--- src/rtl/adder_subtractor_8b_if.sv ---
// Operand/result bundle for the registered 8-bit adder-subtractor.
// ADDSUB_OVERFLOW_EN adds the signed-overflow flag Ovf.
interface adder_subtractor_8b_if;
    logic       enable;
    logic [7:0] A;
    logic [7:0] B;
    logic       Ctl;
    logic [7:0] Sum;
    logic [7:0] Difference;
    logic       Cout;
`ifdef ADDSUB_OVERFLOW_EN
    logic       Ovf;
`endif

    modport master (
        output enable, A, B, Ctl,
`ifdef ADDSUB_OVERFLOW_EN
        input  Ovf,
`endif
        input  Sum, Difference, Cout
    );

    modport slave (
        input  enable, A, B, Ctl,
`ifdef ADDSUB_OVERFLOW_EN
        output Ovf,
`endif
        output Sum, Difference, Cout
    );
endinterface

--- src/rtl/adder_subtractor_8b.sv ---
// Registered 8-bit ripple-carry adder-subtractor (Ctl=1 subtracts).
// ADDSUB_OVERFLOW_EN adds a registered two's-complement overflow flag.
module adder_subtractor_8b (
    input  logic                 clk,
    input  logic                 rst,
    adder_subtractor_8b_if.slave bus
);
    logic [7:0] bx;
    logic [7:0] r;
    logic       carry;
    logic       cout;
`ifdef ADDSUB_OVERFLOW_EN
    logic       c7;
    logic       ovf_q;
`endif
    logic [7:0] sum_q;
    logic [7:0] diff_q;
    logic       cout_q;

    // Subtract reuses the adder: invert B and inject Ctl as carry-in.
    always_comb begin
        bx    = bus.B ^ {8{bus.Ctl}};
        r     = '0;
        carry = bus.Ctl;
`ifdef ADDSUB_OVERFLOW_EN
        c7    = 1'b0;
`endif
        for (int i = 0; i < 8; i++) begin
`ifdef ADDSUB_OVERFLOW_EN
            if (i == 7) c7 = carry;
`endif
            r[i]  = bus.A[i] ^ bx[i] ^ carry;
            carry = (bus.A[i] & bx[i]) | (carry & (bus.A[i] ^ bx[i]));
        end
        cout = carry;
    end

    always_ff @(posedge clk) begin
        if (rst) begin
            sum_q  <= '0;
            diff_q <= '0;
            cout_q <= 1'b0;
`ifdef ADDSUB_OVERFLOW_EN
            ovf_q  <= 1'b0;
`endif
        end else if (bus.enable) begin
            sum_q  <= bus.Ctl ? 8'h00 : r;
            diff_q <= bus.Ctl ? r : 8'h00;
            cout_q <= cout;
`ifdef ADDSUB_OVERFLOW_EN
            ovf_q  <= c7 ^ cout;
`endif
        end
    end

    assign bus.Sum        = sum_q;
    assign bus.Difference = diff_q;
    assign bus.Cout       = cout_q;
`ifdef ADDSUB_OVERFLOW_EN
    assign bus.Ovf        = ovf_q;
`endif
endmodule

--- src/flat_wrapper.sv ---
// flat-port wrapper written by rule: the top's interface ports become plain ports
module adder_subtractor_8b_flat 
  (clk, rst, bus_enable, bus_A, bus_B, bus_Ctl, bus_Sum, bus_Difference, bus_Cout);
  adder_subtractor_8b_if bus_i ();
  input  logic clk;
  input  logic rst;
  input wire logic [$bits(bus_i.enable)-1:0] bus_enable;
  input wire logic [$bits(bus_i.A)-1:0] bus_A;
  input wire logic [$bits(bus_i.B)-1:0] bus_B;
  input wire logic [$bits(bus_i.Ctl)-1:0] bus_Ctl;
  output wire logic [$bits(bus_i.Sum)-1:0] bus_Sum;
  output wire logic [$bits(bus_i.Difference)-1:0] bus_Difference;
  output wire logic [$bits(bus_i.Cout)-1:0] bus_Cout;
  assign bus_i.enable = bus_enable;
  assign bus_i.A = bus_A;
  assign bus_i.B = bus_B;
  assign bus_i.Ctl = bus_Ctl;
  assign bus_Sum = bus_i.Sum;
  assign bus_Difference = bus_i.Difference;
  assign bus_Cout = bus_i.Cout;
  adder_subtractor_8b u_core (.clk(clk), .rst(rst), .bus(bus_i));
endmodule
--- config.mk ---
export PLATFORM = sky130hd
export DESIGN_NAME = adder_subtractor_8b_flat
export DESIGN_NICKNAME = d
export VERILOG_FILES = /design/src/rtl/adder_subtractor_8b_if.sv /design/src/rtl/adder_subtractor_8b.sv /design/src/flat_wrapper.sv
export SDC_FILE = /design/constraint.sdc
export NUM_CORES = 1
export LEC_CHECK = 0
export BUFFER_PORTS_ARGS = -buffer_cell sky130_fd_sc_hd__clkbuf_2
export CAP_MARGIN = 20
export CORE_MARGIN = 2
export CORE_UTILIZATION = 38
export CTS_BUF_LIST = sky130_fd_sc_hd__clkbuf_4 sky130_fd_sc_hd__clkbuf_8 sky130_fd_sc_hd__clkbuf_16
export CTS_CLUSTER_DIAMETER = 150
export CTS_CLUSTER_SIZE = 8
export DETAILED_ROUTE_END_ITERATION = 10
export HOLD_SLACK_MARGIN = 0.1
export PLACE_DENSITY = 0.65
export SLEW_MARGIN = 20
export SYNTH_ARGS = -nofsm -noshare
export SYNTH_HDL_FRONTEND = slang
export SYNTH_SLANG_ARGS = --single-unit
--- constraint.sdc ---
create_clock -name clk -period 7.76 [get_ports clk]
set_input_delay 1.552 -clock clk [delete_from_list [all_inputs] [get_ports clk]]
set_output_delay 1.552 -clock clk [all_outputs]
set_load 0.02 [all_outputs]
==> reports/results.tsv <==
metric	value	unit
cts_tree	done	
cp_common_cell	fa_1	
relSlewSlack	0.654	
internal_power	0.138	mW
clock-sinks	17	
setup-tns-final	0	ns
synth.area.top_cells	dfxtp_1 36%, fa_1 15%, nand2b_1 9.4%, a21oi_1 7.5%, nand3b_1 5.6%	
track_usage	0.143	
powerDensity	178	nW/um^2
ctsRootBufferMaster	clkbuf_4	
status	finished, final reports clean	
fp.dieH	53.6	um
grt_remaining_overflow	0	
grt_max_degree	34	
synth_warnings	0	
drc_errors	0	
cpPeakStageDelay	0.49	ns
critical_path_arrival	4.97	ns
peakVddDrop	0.109	mV
n_antenna_cell	0	
max_freq	210	MHz
dieArea	2880	um^2
ant_nets	0	
finalSetupViolCount	0	
netlist.area_leader.share	0.364	
avgViaCountPerCell	4.69	
floorplan.initialDensity	0.411	
dpl.hpwl	1360	um
combPwrFrac	0.287	
die_x	53.6	um
synthToLayoutAreaGrowth	20.5	%
yosysUniqueCellTypes	20	
cp-start-kind	input port	
placed_cells	151	
grt_pass1_wl	2910	um
syn_area	936	um^2
endpoint_kind	flop	
finalCriticalPeriod	4.76	ns
mostFrequentLayoutCell	clkbuf_2	
cts_made_buffers	3	
io_pins	37	
synth_nets	121	
synth_area_per_cell	9.96	um^2
hold_class	reg2reg	
cp_max_fo	24	
final_cell_mix	36 x clkbuf_2, 17 x dfxtp_1, 14 x nand2b_1, 14 x a21oi_1	
clockBufferDepth	2	
whs	0.474	ns
post-cts-setup-buffers	0	
seqPwrFrac	0.483	
grt_pass1_vias	695	
clock_skew	0	ns
wl	1760	um
clock_power_share	0.230	
drt_iter0_markers	4	
yosys.area.top_type	dfxtp_1	
cts_max_level	1	
clk_latency	0.28	ns
wire_per_inst	11.3	um
finalNonFillerCells	155	
critPathTopFamily	adder cells	
fp-row-count	17	
gp_congestion	0.723	
antenna_found_initial	0	
leakagePower	0.490	nW
hold_viol_final	0	
postLayoutCoreUtil	0.495	
placed_area	1100	um^2
critPathKind	in2reg	
stdcell_area	1130	um^2
swShare	0.311	
nets	155	
path_cells	clkbuf_2, mux2_2, fa_1, fa_1, fa_1, fa_1, inv_1, fa_1, fa_1, inv_1, fa_1, nand3_1, a21oi_1	
port_buffers	36	
synth_seq_area_share	0.364	
clk_pin_slew	0.10	ns
ys_seq_elements	17	
drt-pass1-iter-count	4	
slowest_stage	fa_1	
worstPathRequired	7.98	ns
period_share	0.613	
vias	727	
slew_viol_final	0	
cp_num_buf_inv	3	
worstMarginPinSlew	0.519	ns
cts-resized-gates	0	
coreArea	2280	um^2
grt_setup_unrepaired	false	
switchingPower	0.0624	mW
ctsHoldBuffers	0	
netlist_instances	94	
fillCellCount	220	
drive_above_1_share	0.323	
maxCapViolCount	0	
==> sequential cells by signal, indices dropped and copies added (netlist names) <==
signal	cells
u_core.bus.Cout	1
u_core.bus.Sum	8
u_core.bus.Difference	8
==> kinds of logic (layout without fill, tap and decap cells) <==
family / after synthesis / count (layout) / synth area share
xor+xnor: 8 / 8 / 0.0749
simple gates: 32 / 32 / 0.222
flops: 17 / 17 / 0.364
fa+ha+maj: 7 / 7 / 0.150
buf+inv: 12 / 45 / 0.0749
mux: 2 / 2 / 0.0227
compound gates: 16 / 16 / 0.0923
==> stage by stage <==
stage / total power, mW / setup WS (ns)
after detailed placement: 0.157 / 2.68
after global routing: 0.215 / 2.80
after floorplan: 0.140 / 3.14
after CTS: 0.205 / 2.98
final: 0.201 / 3.00
after global placement: 0.156 / 2.78
==> worst paths after layout <==
path | from | to | slack (ns) | cells after the start
min | u_core.bus.Difference[4]$_SDFFE_PP0P_ | u_core.bus.Difference[4]$_SDFFE_PP0P_ | 0.47 | 2
min reg2reg | u_core.bus.Difference[4]$_SDFFE_PP0P_ | u_core.bus.Difference[4]$_SDFFE_PP0P_ | 0.47 | 2
max | bus_Ctl | u_core.bus.Difference[7]$_SDFFE_PP0P_ | 3.00 | 13
max reg2reg | u_core.bus.Difference[0]$_SDFFE_PP0P_ | u_core.bus.Difference[0]$_SDFFE_PP0P_ | 6.92 | 2
==> synthesized netlist by cell type <==
cell type and instances:
dfxtp_1 17, clkbuf_1 1, buf_2 2, xor2_1 5, xnor2_1 3, nor2_1 1, mux2_2 1, inv_1 5
nand3b_1 7, o31ai_1 1, nand3_1 5, o32ai_1 1, buf_6 2, nand2b_1 14, nand2_1 1, fa_1 7
buf_4 2, or3b_1 4, mux2i_1 1, a21oi_1 14
==> per-layer routing <==
layer,routed length [um],share of wire,vias up,global-route usage
met5,0,0,-,0
met4,17,0.0097,0,0.0769
met3,105,0.060,2,0.0278
met2,842,0.48,21,0.237
met1,790,0.45,326,0.176
li1,-,-,378,-
==> power groups by stage <==
stage / Clock (mW) / Sequential, mW / Combinational (mW)
finish: 0.0461 / 0.0969 / 0.0575
global route: 0.0522 / 0.0976 / 0.0654
CTS: 0.0494 / 0.0970 / 0.0585
detailed placement: 0 / 0.0989 / 0.0583
global placement: 0 / 0.0986 / 0.0570
floorplan: 0 / 0.107 / 0.0334
==> worst register-to-register path, stage by stage (launching register included) <==
cell	delay, ns
dfxtp_1	0.34
or3b_1	0.35
o31ai_1	0.07
==> final cells by class <==
cell class	count	area, um^2	area share
clock inverters	1	5.00	0.00444
repair buffers	36	180	0.160
flip-flops and latches	17	340	0.302
well taps	28	35.0	0.0311
clock buffers	3	22.5	0.0200
inverters	5	18.8	0.0166
multi-input cells	65	526	0.466
No activity file was read; power rests on OpenSTA's default activity.
